File: config.mk
export PLATFORM = sky130hd
export DESIGN_NAME = uart_tx_arbiter
export DESIGN_NICKNAME = d
export VERILOG_FILES = /design/src/rtl/uart_tx_arbiter.sv
export SDC_FILE = /design/constraint.sdc
export NUM_CORES = 1
export LEC_CHECK = 0
export BUFFER_PORTS_ARGS = -buffer_cell sky130_fd_sc_hd__buf_2
export CAP_MARGIN = 20
export CORE_ASPECT_RATIO = 1.2
export CORE_MARGIN = 2
export CORE_UTILIZATION = 25
export CTS_CLUSTER_DIAMETER = 200
export CTS_CLUSTER_SIZE = 25
export DETAILED_ROUTE_END_ITERATION = 12
export PLACE_DENSITY = 0.54
export REMOVE_ABC_BUFFERS = 1
export SLEW_MARGIN = 25
export SYNTH_ARGS = -nofsm -noshare
export SYNTH_HDL_FRONTEND = slang
export SYNTH_SLANG_ARGS = --single-unit
File: constraint.sdc
create_clock -name baud_clk -period 4.2 [get_ports baud_clk]
set_clock_uncertainty 0.05 [all_clocks]
set_input_delay 0.21 -clock baud_clk [delete_from_list [all_inputs] [get_ports baud_clk]]
set_output_delay 0.21 -clock baud_clk [all_outputs]
set_load 0.02 [all_outputs]
File: src/rtl/uart_tx_arbiter.sv
// Round-robin arbiter that hands one of four requester bytes at a time to a UART serializer.
// Build option: define UART_TX_ARB_PARITY_EN to derive ser_parity from the data byte.
module uart_tx_arbiter #(
  parameter int PARITY_ODD    = 0,
  parameter int START_TIMEOUT = 4
) (
  input  logic        baud_clk,
  input  logic        rst_n,
  input  logic [3:0]  req,
  input  logic [31:0] req_data,
  output logic [3:0]  grant,
  output logic [3:0]  ack,
  output logic        err,
  output logic        busy,
  output logic [15:0] frame_cnt,
  output logic        ser_send,
  output logic [7:0]  ser_data,
  output logic        ser_parity,
  input  logic        ser_active,
  input  logic        ser_done
);

  typedef enum logic [1:0] {
    IDLE,
    LAUNCH,
    WAIT_START,
    WAIT_DONE
  } state_t;

  state_t      state_q, state_d;
  logic [1:0]  rr_ptr_q, rr_ptr_d;
  logic [3:0]  grant_q, grant_d;
  logic [3:0]  ack_q, ack_d;
  logic        err_q, err_d;
  logic        busy_q, busy_d;
  logic [15:0] frame_cnt_q, frame_cnt_d;
  logic        ser_send_q, ser_send_d;
  logic [7:0]  ser_data_q, ser_data_d;
  logic        ser_parity_q, ser_parity_d;
  logic [15:0] timer_q, timer_d;

  logic        win_found;
  logic [1:0]  win_idx;
  logic [7:0]  win_byte;
  logic        win_parity;

  // First requesting index at or above rr_ptr, wrapping modulo 4.
  always_comb begin
    win_found = 1'b0;
    win_idx   = rr_ptr_q;
    for (int i = 0; i < 4; i++) begin
      if (!win_found && req[rr_ptr_q + 2'(i)]) begin
        win_found = 1'b1;
        win_idx   = rr_ptr_q + 2'(i);
      end
    end
  end

  assign win_byte = req_data[{win_idx, 3'b000} +: 8];

`ifdef UART_TX_ARB_PARITY_EN
  assign win_parity = (^win_byte) ^ (PARITY_ODD != 0);
`else
  logic parity_odd_unused;
  assign parity_odd_unused = (PARITY_ODD != 0);
  assign win_parity        = 1'b1;
`endif

  always_comb begin
    state_d      = state_q;
    rr_ptr_d     = rr_ptr_q;
    grant_d      = grant_q;
    ack_d        = 4'b0000;
    err_d        = 1'b0;
    frame_cnt_d  = frame_cnt_q;
    ser_send_d   = 1'b0;
    ser_data_d   = ser_data_q;
    ser_parity_d = ser_parity_q;
    timer_d      = timer_q;

    case (state_q)
      IDLE: begin
        // Holding off while ack is out lets the acked requester drop its level first.
        if (win_found && (ack_q == 4'b0000)) begin
          grant_d      = 4'b0001 << win_idx;
          ser_data_d   = win_byte;
          ser_parity_d = win_parity;
          rr_ptr_d     = win_idx + 2'd1;
          state_d      = LAUNCH;
        end
      end
      LAUNCH: begin
        ser_send_d = 1'b1;
        timer_d    = 16'd0;
        state_d    = WAIT_START;
      end
      WAIT_START: begin
        if (ser_active) begin
          state_d = WAIT_DONE;
        end else if ((int'(timer_q) + 1) >= START_TIMEOUT) begin
          err_d   = 1'b1;
          grant_d = 4'b0000;
          state_d = IDLE;
        end else begin
          timer_d = timer_q + 16'd1;
        end
      end
      WAIT_DONE: begin
        if (!ser_active && ser_done) begin
          ack_d       = grant_q;
          frame_cnt_d = frame_cnt_q + 16'd1;
          grant_d     = 4'b0000;
          state_d     = IDLE;
        end
      end
      default: begin
        state_d = IDLE;
      end
    endcase
  end

  assign busy_d = (state_d != IDLE);

  always_ff @(posedge baud_clk or negedge rst_n) begin
    if (!rst_n) begin
      state_q      <= IDLE;
      rr_ptr_q     <= 2'd0;
      grant_q      <= 4'b0000;
      ack_q        <= 4'b0000;
      err_q        <= 1'b0;
      busy_q       <= 1'b0;
      frame_cnt_q  <= 16'd0;
      ser_send_q   <= 1'b0;
      ser_data_q   <= 8'h00;
      ser_parity_q <= 1'b1;
      timer_q      <= 16'd0;
    end else begin
      state_q      <= state_d;
      rr_ptr_q     <= rr_ptr_d;
      grant_q      <= grant_d;
      ack_q        <= ack_d;
      err_q        <= err_d;
      busy_q       <= busy_d;
      frame_cnt_q  <= frame_cnt_d;
      ser_send_q   <= ser_send_d;
      ser_data_q   <= ser_data_d;
      ser_parity_q <= ser_parity_d;
      timer_q      <= timer_d;
    end
  end

  assign grant      = grant_q;
  assign ack        = ack_q;
  assign err        = err_q;
  assign busy       = busy_q;
  assign frame_cnt  = frame_cnt_q;
  assign ser_send   = ser_send_q;
  assign ser_data   = ser_data_q;
  assign ser_parity = ser_parity_q;

endmodule

=== Word level (Yosys, flattened, before mapping) ===
Index checks and enable logic that the tools add are counted.

* Flip-flop bits (word level): 55
* Bits in latches: 0
* RAM bits: 0
* ROM bits: 0
* Bits of input ports: 40
* Output and inout bits: 36
* Logic and storage cells: 84
* Memories kept: 0

* Add/sub/neg operators: 7
* Multipliers: 0
* Divide/modulo/power cells: 0
* $lt $le $gt $ge: 5
* Equality and inequality tests: 8
* Shift operators: 2
* Muxes and demuxes: 34
* Bitwise operators: 0
* Reductions and logical operators: 18

{| class="wikitable"
|+ Operators by type and width
! kind !! count
|-
| adder 16 x 1 -> 16 bit, second input constant || 2
|-
| two-way mux 16 bit || 2
|-
| one-hot mux 16 bit (2 select lines) || 1
|-
| indexed part select 32 x 6 -> 8 bit || 1
|-
| two-way mux 4 bit || 6
|-
| adder 16 x 1 -> 17 bit, second input constant || 1
|-
| >= comparator 17 x 3 -> 1 bit, second input constant || 1
|-
| two-way mux 2 bit || 7
|-
| less-than comparator 2 x 3 -> 1 bit, second input constant || 4
|-
| two-way mux 1 bit || 12
|-
| one-hot mux 4 bit (3 select lines) || 1
|-
| != test 2 bit, second input constant || 5
|-
| binary-select mux 1 bit (select 2 bit) || 4
|-
| one-hot mux 2 bit (4 select lines) || 1
|-
| logical AND 1 bit || 5
|-
| AND reduction 5 bit || 1
|-
| adder 2 x 1 -> 2 bit, second input constant || 2
|-
| adder 2 bit, second input constant || 2
|-
| == test 2 bit, second input constant || 2
|-
| logical NOT 1 bit || 4
|-
| logical NOT 4 bit || 1
|-
| AND reduction 2 bit || 2
|-
| nonzero test 2 bit || 2
|-
| left shift 1 x 2 -> 4 bit, first input constant || 1
|-
| other kinds (4) || 4
|}

=== Depth between registers and ports, before layout ===
Gate-level depths: netlist of the first run.

* Word-level depth: 16
* Mapped depth: 10
* Mapped depth without buffers: 8

=== Worst setup path after synthesis of the first run ===
No wires, ideal clock.

* Kind: reg2reg
* Start: register timer_q[0]
* End: register busy_q, in the netlist busy
* Setup time: 0.146 ns
* Arrival: 1.850 ns
* Required time: 4.004 ns
* Slack: 2.154 ns
* Stages on the path, launching flop included: 8
* Path buffers: 0
* Clock period less this slack: 2.046 ns
* Cell sequence: dfrtp_1 -> ha_1 -> nand3_4 -> o41a_1 -> a31oi_1 -> a211oi_4 -> a211oi_2 -> o311ai_2

* Cells in the longest elaborated chain, start to end: 6

{| class="wikitable"
|+ RTL lines
! element !! RTL line !! text
|-
| start: declaration || 40 || <nowiki>logic [15:0] timer_q, timer_d;</nowiki>
|-
| start signal: assignment || 148 || <nowiki>timer_q <= timer_d;</nowiki>
|-
| adder 16 x 1 -> 17 bit || 100 || <nowiki>end else if ((int'(timer_q) + 1) >= START_TIMEOUT) begin</nowiki>
|-
| >= comparator 17 x 3 -> 1 bit || 100 ||
|-
| two-way mux 2 bit || 100 ||
|-
| two-way mux 2 bit || 98 || <nowiki>if (ser_active) begin</nowiki>
|-
| one-hot mux 2 bit (4 select lines) || 81 || <nowiki>case (state_q)</nowiki>
|-
| nonzero test 2 bit || 122 || <nowiki>assign busy_d = (state_d != IDLE);</nowiki>
|-
| via busy_d || 35 || <nowiki>logic busy_q, busy_d;</nowiki>
|-
| end signal: assignment || 143 || <nowiki>busy_q <= busy_d;</nowiki>
|-
| end: declaration || 35 ||
|}

The timed path passes the listed nets, and every way through them passes these cells.
A chain may end at the register's enable or synchronous reset.

=== Worst setup path after layout of the first run ===
* Start: register timer_q[0]
* End: register err_q, in the netlist err

* Cells in the longest elaborated chain, start to end: 5

{| class="wikitable"
|+ RTL lines
! element !! RTL line !! text
|-
| adder 16 x 1 -> 17 bit || 100 ||
|-
| >= comparator 17 x 3 -> 1 bit || 100 ||
|-
| two-way mux 1 bit || 100 ||
|-
| two-way mux 1 bit || 98 ||
|-
| two-way mux 1 bit || 81 ||
|-
| via err_d || 34 || <nowiki>logic err_q, err_d;</nowiki>
|-
| end signal: assignment || 142 || <nowiki>err_q <= err_d;</nowiki>
|-
| end: declaration || 34 ||
|}

The timed path passes the listed nets, and every way through them passes these cells.

==> results.yml, run 1 <==
run_status:
  status: "finished, final reports clean"
final_layout:
  fillers: 1249
  finalNetCount: 396
  drive_gt1_frac: 0.303
  diodes: 0
  syn2layout_area_growth_pct: 24.4
placement:
  port-buffer-count: 74
  hpwl_mm: 4.53
  finalWeightedCongestion: 0.830
critical_path:
  path_max_fanout: 10
  endpoint_kind: "flop"
  critical_path_class: "reg2reg"
  startpoint_type: "flop"
  cp_data_arrival_time_ps: 2430
  cp.required_ps: 4330
  r2r_slack_ps: 1900
clock_tree:
  clock_path_buffers: 2
  cts_setup_buffers: 0
  numClockSinks: 55
  cts.repair.resized: 0
  clock_latency_ps: 280
  clockRootBuffer: "clkbuf_16"
  cts-hold-fix-buffers: 0
  cts_tree: "built"
  numCtsBuffers: 5
  h-tree-depth: 2
  clk_pin_slew_ps: 70
yosys:
  synth_fa_ha_area_frac: 0.0299
  ys_ff_latch: 55
  synth_top_family_by_area: "simple AND/OR/NAND/NOR gates"
  synthMuxAreaShare: 0.120
  synth_compound_area_frac: 0.101
  yosysMostFrequentCell: "dfrtp_1"
  synthCells: 274
  avgSynthCellArea_um2: 10.7
  synth_warnings: 0
  yosys.area_share.simple: 0.202
  ys_seq_area_frac: 0.469
  synth_edf_count: 0
  synthFlopType: "dfrtp_1"
  synth.distinct_cells: 46
  synthTopCellsByArea: "dfrtp_1 (47%), mux2i_1 (8.2%), and2_1 (3.8%), mux2_2 (3.8%), ha_1 (3.0%)"
  yosys.area.top_type: "dfrtp_1"
  synth_commonest_cells: "dfrtp_1 (55), mux2i_1 (24), and2_1 (18), nand2_1 (16), nor2_1 (15)"
  syn_area_um2: 2930
  synthArstFlopShare: 1.00
  synthXorXnorAreaFrac: 0.0478
  yosysTopAreaCellShare: 0.469
grt:
  overflow: 0
  track_usage: 0.103
  grt_pass1_vias: 2281
  antenna_found_initial: 0
  grt_pass1_wl_mm: 10.5
  grt_max_degree: 56
sta:
  slew_viol_final: 0
  tns_ps: 0
  max_freq_mhz: 434
  worst_slew_pin_slew_ps: 719
  rsz0062_at_grt: "false"
  hold_viol_final: 0
  slew_headroom: 0.521
  fin_crit_sh: 0.548
  setup_violations: 0
  min_period_ps: 2300
route:
  ant_nets: 0
  drt_wl_total_mm: 6.09
  drtIter0Drc: 54
  firstDrtPassIters: 4
  drc: 0
  viasPerCell: 4.46
  post_drt_wl_per_cell_um: 12.0
  vias: 2260
power:
  power.density_nw_per_um2: 506
  p_total_uw: 1840
  leakage_uw: 0.00181
  ir_drop_mv: 0.343
floorplanning:
  fp.dieW_um: 103
  die_h_um: 123
  io_pins: 76
  rows: 43
  start_util: 0.255
  dieArea_um2: 12600
  core_area_um2: 11500
worst_hold_path:
  worstHoldPathType: "in2async"
run:
  drv_cap: 0
state kept, by name, summed over array words and instances (netlist names), 2 cells and up:
name,count
state_q,2
ser_data,8
timer_q,16
grant,4
ack,4
rr_ptr_q,2
frame_cnt,16
logic make-up after synthesis:
logic type      after synthesis
buf+inv                      19
mux                          34
simple gates                103
other cells                   1
compound gates               39
xor+xnor                     16
fa+ha+maj                     7
flops                        55
metal layers:
layer / track usage / routed length, um / up-vias
met4: 0.0247 / 73 / 0
met2: 0.173 / 2890 / 63
met5: 0 / 0 / -
li1: - / - / 1123
met1: 0.129 / 2780 / 1068
met3: 0.0313 / 349 / 6
report_power, final:
part / switching, uW / internal (uW) / total (uW)
Combinational: 365 / 294 / 659
Sequential: 113 / 635 / 749
Clock: 181 / 254 / 435
placed cells by master, fill, tap and decap left out, types with 2 or more instances in the layout:
cell type  netlist  routed
buf_4            2       4
a31oi_1          2       2
and4_1           3       3
inv_1            9       9
o21ai_1          2       2
nand3_1         11      11
and3b_1          5       5
dfrtp_1         55      55
nand2_1         16      16
a211oi_1         2       2
xor2_1           6       6
mux2_2          10      10
nor2_1          15      15
nor3_1           5       5
nor4_1           3       3
nand4_1          9       9
a31o_2           3       3
buf_2            3      74
xnor2_1         10      10
nor3b_1          3       3
mux2i_1         24      24
ha_1             7       7
a21o_1           2       2
o21ai_0          5       4
nor2b_1          3       3
clkbuf_8         0       2
nand2b_1         4       4
a21oi_1         12      12
and2_1          18      18
clkbuf_16        0       5
and3_1           3       3
a211oi_4         2       2
or3_1            2       2
worst max-delay path: stages (launching register included):
cell	delay [ps]
dfrtp_1	480
ha_1	270
nand3_4	140
nor4_2	310
o21ai_1	150
a211oi_4	400
nand2_1	190
and2_1	180
worst paths after layout:
path / end / cells past startpoint / startpoint
max: err / 7 / timer_q[0]
min: frame_cnt[8] / 2 / rst_n
max reg2reg: err / 7 / timer_q[0]
min reg2reg: frame_cnt[15] / 1 / frame_cnt[15]
max in group asynchronous: ser_data[7] / 2 / rst_n
min in group baud_clk: state_q[1] / 3 / ser_active
stage by stage:
| stage | hold slack (ps) | cells | area, um^2 | util | setup slack [ps] |
|---|---|---|---|---|---|
| floorplan | -136 | 264 | 2880 | - | 779 |
| finish | 7.23 | 507 | 3650 | 0.317 | 1900 |
| detailed placement | 361 | 499 | 3490 | 0.303 | 1880 |
| global route | 62.2 | 507 | 3650 | 0.317 | 1680 |
| CTS | 49.2 | 507 | 3650 | 0.317 | 1870 |
| global placement | 346 | 499 | 3490 | 0.303 | 1990 |
layout make-up:
class | instances | area [um^2] | area share
inverters | 9 | 33.8 | 0.00927
flip-flops and latches | 55 | 1380 | 0.377
repair buffers | 78 | 400 | 0.110
multi-input cells | 200 | 1480 | 0.407
well taps | 157 | 196 | 0.0539
clock buffers | 8 | 156 | 0.0429
(Power assumes the default switching activity.)
==> run 2: changes to the inputs <==
--- a/config.mk
+++ b/config.mk
@@ -5,6 +5,7 @@
 export SDC_FILE = /design/constraint.sdc
 export NUM_CORES = 1
 export LEC_CHECK = 0
+export ABC_AREA = 1
 export BUFFER_PORTS_ARGS = -buffer_cell sky130_fd_sc_hd__buf_2
 export CAP_MARGIN = 20
 export CORE_ASPECT_RATIO = 1.2
==> constraint.sdc (replaced) <==
create_clock -name baud_clk -period 2.1 [get_ports baud_clk]
set_clock_uncertainty 0.05 [all_clocks]
set_input_delay 0.105 -clock baud_clk [delete_from_list [all_inputs] [get_ports baud_clk]]
set_output_delay 0.105 -clock baud_clk [all_outputs]
set_load 0.02 [all_outputs]
==> run 2 against run 1 <==
Register-to-register slack got worse by 1900 ps. Highest routed layer unchanged. Global-route usage increased by 1.3 points. Maximum frequency increased by 12%. Cell area increased by 28%. Synthesized area increased by 18%.
==> results.yml, run 2 <==
run_status:
  status: "finished, final reports clean"
clock_tree:
  clockRootBuffer: "clkbuf_16"
  clk_pin_slew_ps: 70
  h-tree-depth: 2
  numCtsBuffers: 5
  clock_path_buffers: 2
  cts_tree: "built"
  numClockSinks: 55
  clock_latency_ps: 300
critical_path:
  r2r_slack_ps: 50
  critPathTopFamily: "simple AND/OR/NAND/NOR gates"
  rr_startpoint: "rr_ptr_q[0]"
  worstReg2RegEnd: "grant[1]"
  cp_cell_sequence: "buf_6 -> nand2_4 -> nand3_4 -> nand2_4 -> buf_4 -> nand3_2 -> nand2_1 -> nand2_4 -> nand2_8 -> inv_2 -> ha_1 -> inv_1 -> nor2_1 -> nand4_1 -> nand2_1"
  reg2reg_depth: 15
  critical_path_class: "reg2reg"
  cp-startpoint: "rr_ptr_q[0]"
  slowest_delay_ps: 480
  endpoint_kind: "flop"
  path_max_fanout: 6
  cp_data_arrival_time_ps: 2200
  startpoint_type: "flop"
  cp.depth: 15
  cp-endpoint: "grant[1]"
  cp_common_cell: "nand2_4"
  path_buf_inv: 4
  crit_slowest_cell: "dfrtp_2"
  cp.required_ps: 2240
sta:
  holdWs_ps: 82.2
  max_freq_mhz: 487
  slew_viol_final: 0
  setup_violations: 0
  fin_crit_sh: 0.978
  rsz0062_at_grt: "true"
  worst_slew_pin_slew_ps: 631
  slew_headroom: 0.579
  min_period_ps: 2050
  hold_viol_final: 0
route:
  drc: 0
  viasPerCell: 4.29
  firstDrtPassIters: 4
  drt_wl_total_mm: 8.94
  ant_nets: 0
  vias: 3280
  post_drt_wl_per_cell_um: 11.7
  drtIter0Drc: 101
grt:
  overflow: 0
  track_usage: 0.116
  grt_pass1_wl_mm: 14.2
  grt_max_degree: 32
  antenna_found_initial: 0
  grt_pass1_vias: 3141
placement:
  hpwl_mm: 6.51
  port-buffer-count: 74
  finalWeightedCongestion: 0.890
yosys:
  synthFlopType: "dfrtp_1"
  yosysTopAreaCellShare: 0.399
  synthCells: 479
  ys_ff_latch: 55
  synth_edf_count: 0
  syn_area_um2: 3450
  yosysMostFrequentCell: "nand2_1"
  synthArstFlopShare: 1.00
  synth.distinct_cells: 34
  synth_commonest_cells: "nand2_1 (189), dfrtp_1 (55), inv_1 (45), nand3_1 (40), nor2_1 (39)"
  avgSynthCellArea_um2: 7.20
  synth_warnings: 0
  synthTopCellsByArea: "dfrtp_1 (40%), nand2_1 (21%), nand3_1 (5.8%), inv_1 (4.9%), nor2_1 (4.2%)"
  ys_seq_area_frac: 0.399
  yosys.area.top_type: "dfrtp_1"
final_layout:
  finalNetCount: 639
  syn2layout_area_growth_pct: 35.1
  multi_input_area_um2: 1940
  final_common_cell: "nand2_1"
  layout_common_cells: "nand2_1 (173), buf_2 (74), dfrtp_1 (46), inv_1 (42), nor2_1 (35)"
  drive_gt1_frac: 0.358
  fillers: 1467
  diodes: 0
  regArea_um2: 1390
  post-route-util: 0.342
floorplanning:
  core_area_um2: 13600
  die_h_um: 133
  dieArea_um2: 14800
  io_pins: 76
  fp.dieW_um: 111
  rows: 47
  start_util: 0.253
run:
  drv_cap: 0
worst_hold_path:
  worstHoldPathType: "in2reg"
power:
  leakage_uw: 0.00254
  power.density_nw_per_um2: 1330
  ir_drop_mv: 1.02
## run 2: cell types whose count changed in the layout (fill, tap and decap cells not counted), sizes merged, moves of 18 or more
cell and delta:
nor2 +33, buf +32, and2 -18, mux2i -24
inv +51, nand3 +32, nand2 +193
## run 2: metal layers
metal | share of wire | routed length, um | global-route usage | vias up
met5 | 0 | 0 | 0 | -
met4 | 0.019 | 173 | 0.0350 | 0
met3 | 0.034 | 306 | 0.0238 | 13
met2 | 0.53 | 4770 | 0.220 | 62
met1 | 0.41 | 3690 | 0.129 | 1500
li1 | - | - | - | 1705
## run 2: kinds of logic (layout without fill, tap and decap cells)
| logic type | after synthesis | in the layout | synth area share |
|---|---|---|---|
| buffers and inverters | 68 | 181 | 0.0856 |
| adder cells (fa/ha/maj) | 7 | 7 | 0.0254 |
| XOR/XNOR | 16 | 16 | 0.0406 |
| AO/OA/AOI/OAI | 11 | 11 | 0.0174 |
| other | 1 | 1 | 0.00109 |
| flip-flops | 55 | 55 | 0.399 |
| AND/OR/NAND/NOR | 321 | 322 | 0.431 |
## run 2: how the worst min path moves through the flow
stage | from | cells past startpoint | slack [ps] | end
floorplan | rst_n | 0 | -240 | ack[0]
global placement | rst_n | 1 | 110 | timer_q[0]
detailed placement | rst_n | 1 | 120 | ack[1]
CTS | ser_active | 4 | 80 | ack[0]
global route | ser_active | 4 | 110 | ack[3]
finish | ser_active | 4 | 80 | ack[2]
## run 2: final cells by class
| type | instances | area share |
|---|---|---|
| clock buffer | 7 | 0.0284 |
| clock inverter | 1 | 0.00107 |
| inverter | 60 | 0.0494 |
| multi-input combinational | 357 | 0.417 |
| sequential | 55 | 0.298 |
| tap | 171 | 0.0459 |
| timing repair buffer | 113 | 0.160 |
## run 2: metrics by stage
| step | cells | instance area [um^2] | setup TNS, ps | power [uW] | worst slack [ps] |
|---|---|---|---|---|---|
| after floorplan | 471 | 3380 | -8.76 | 3590 | -8.76 |
| after global placement | 737 | 4140 | 0 | 4520 | 8.27 |
| after detailed placement | 737 | 4140 | -145 | 4570 | -40.9 |
| after CTS | 746 | 4290 | 0 | 5420 | 3.19 |
| after global routing | 764 | 4660 | -524 | 6760 | -78.6 |
| final | 764 | 4660 | 0 | 6200 | 45.3 |
## run 2: where the power goes
part           total [uW]  switching, uW  leakage, uW  internal (uW)
registers            1440            167     0.000701           1270
logic                3950           2340      0.00177           1610
clock network         823            380    0.0000679            443
## run 2: what timing repair did
action	4_1_cts	5_1_grt
hold endpoints to repair	24	0
setup endpoints to repair	14	31
gates cloned	0	3
hold buffers	1	0
setup buffers	0	15
resized for setup	1	65
pin swaps	0	25
## run 2: worst register-to-register path, stage by stage, from the launching register on
cell	delay [ps]
dfrtp_2	480
buf_6	170
nand2_4	70
nand3_4	60
nand2_4	100
buf_4	110
nand3_2	90
nand2_1	130
nand2_4	90
nand2_8	120
inv_2	50
ha_1	190
inv_1	50
nor2_1	30
nand4_1	100
nand2_1	60
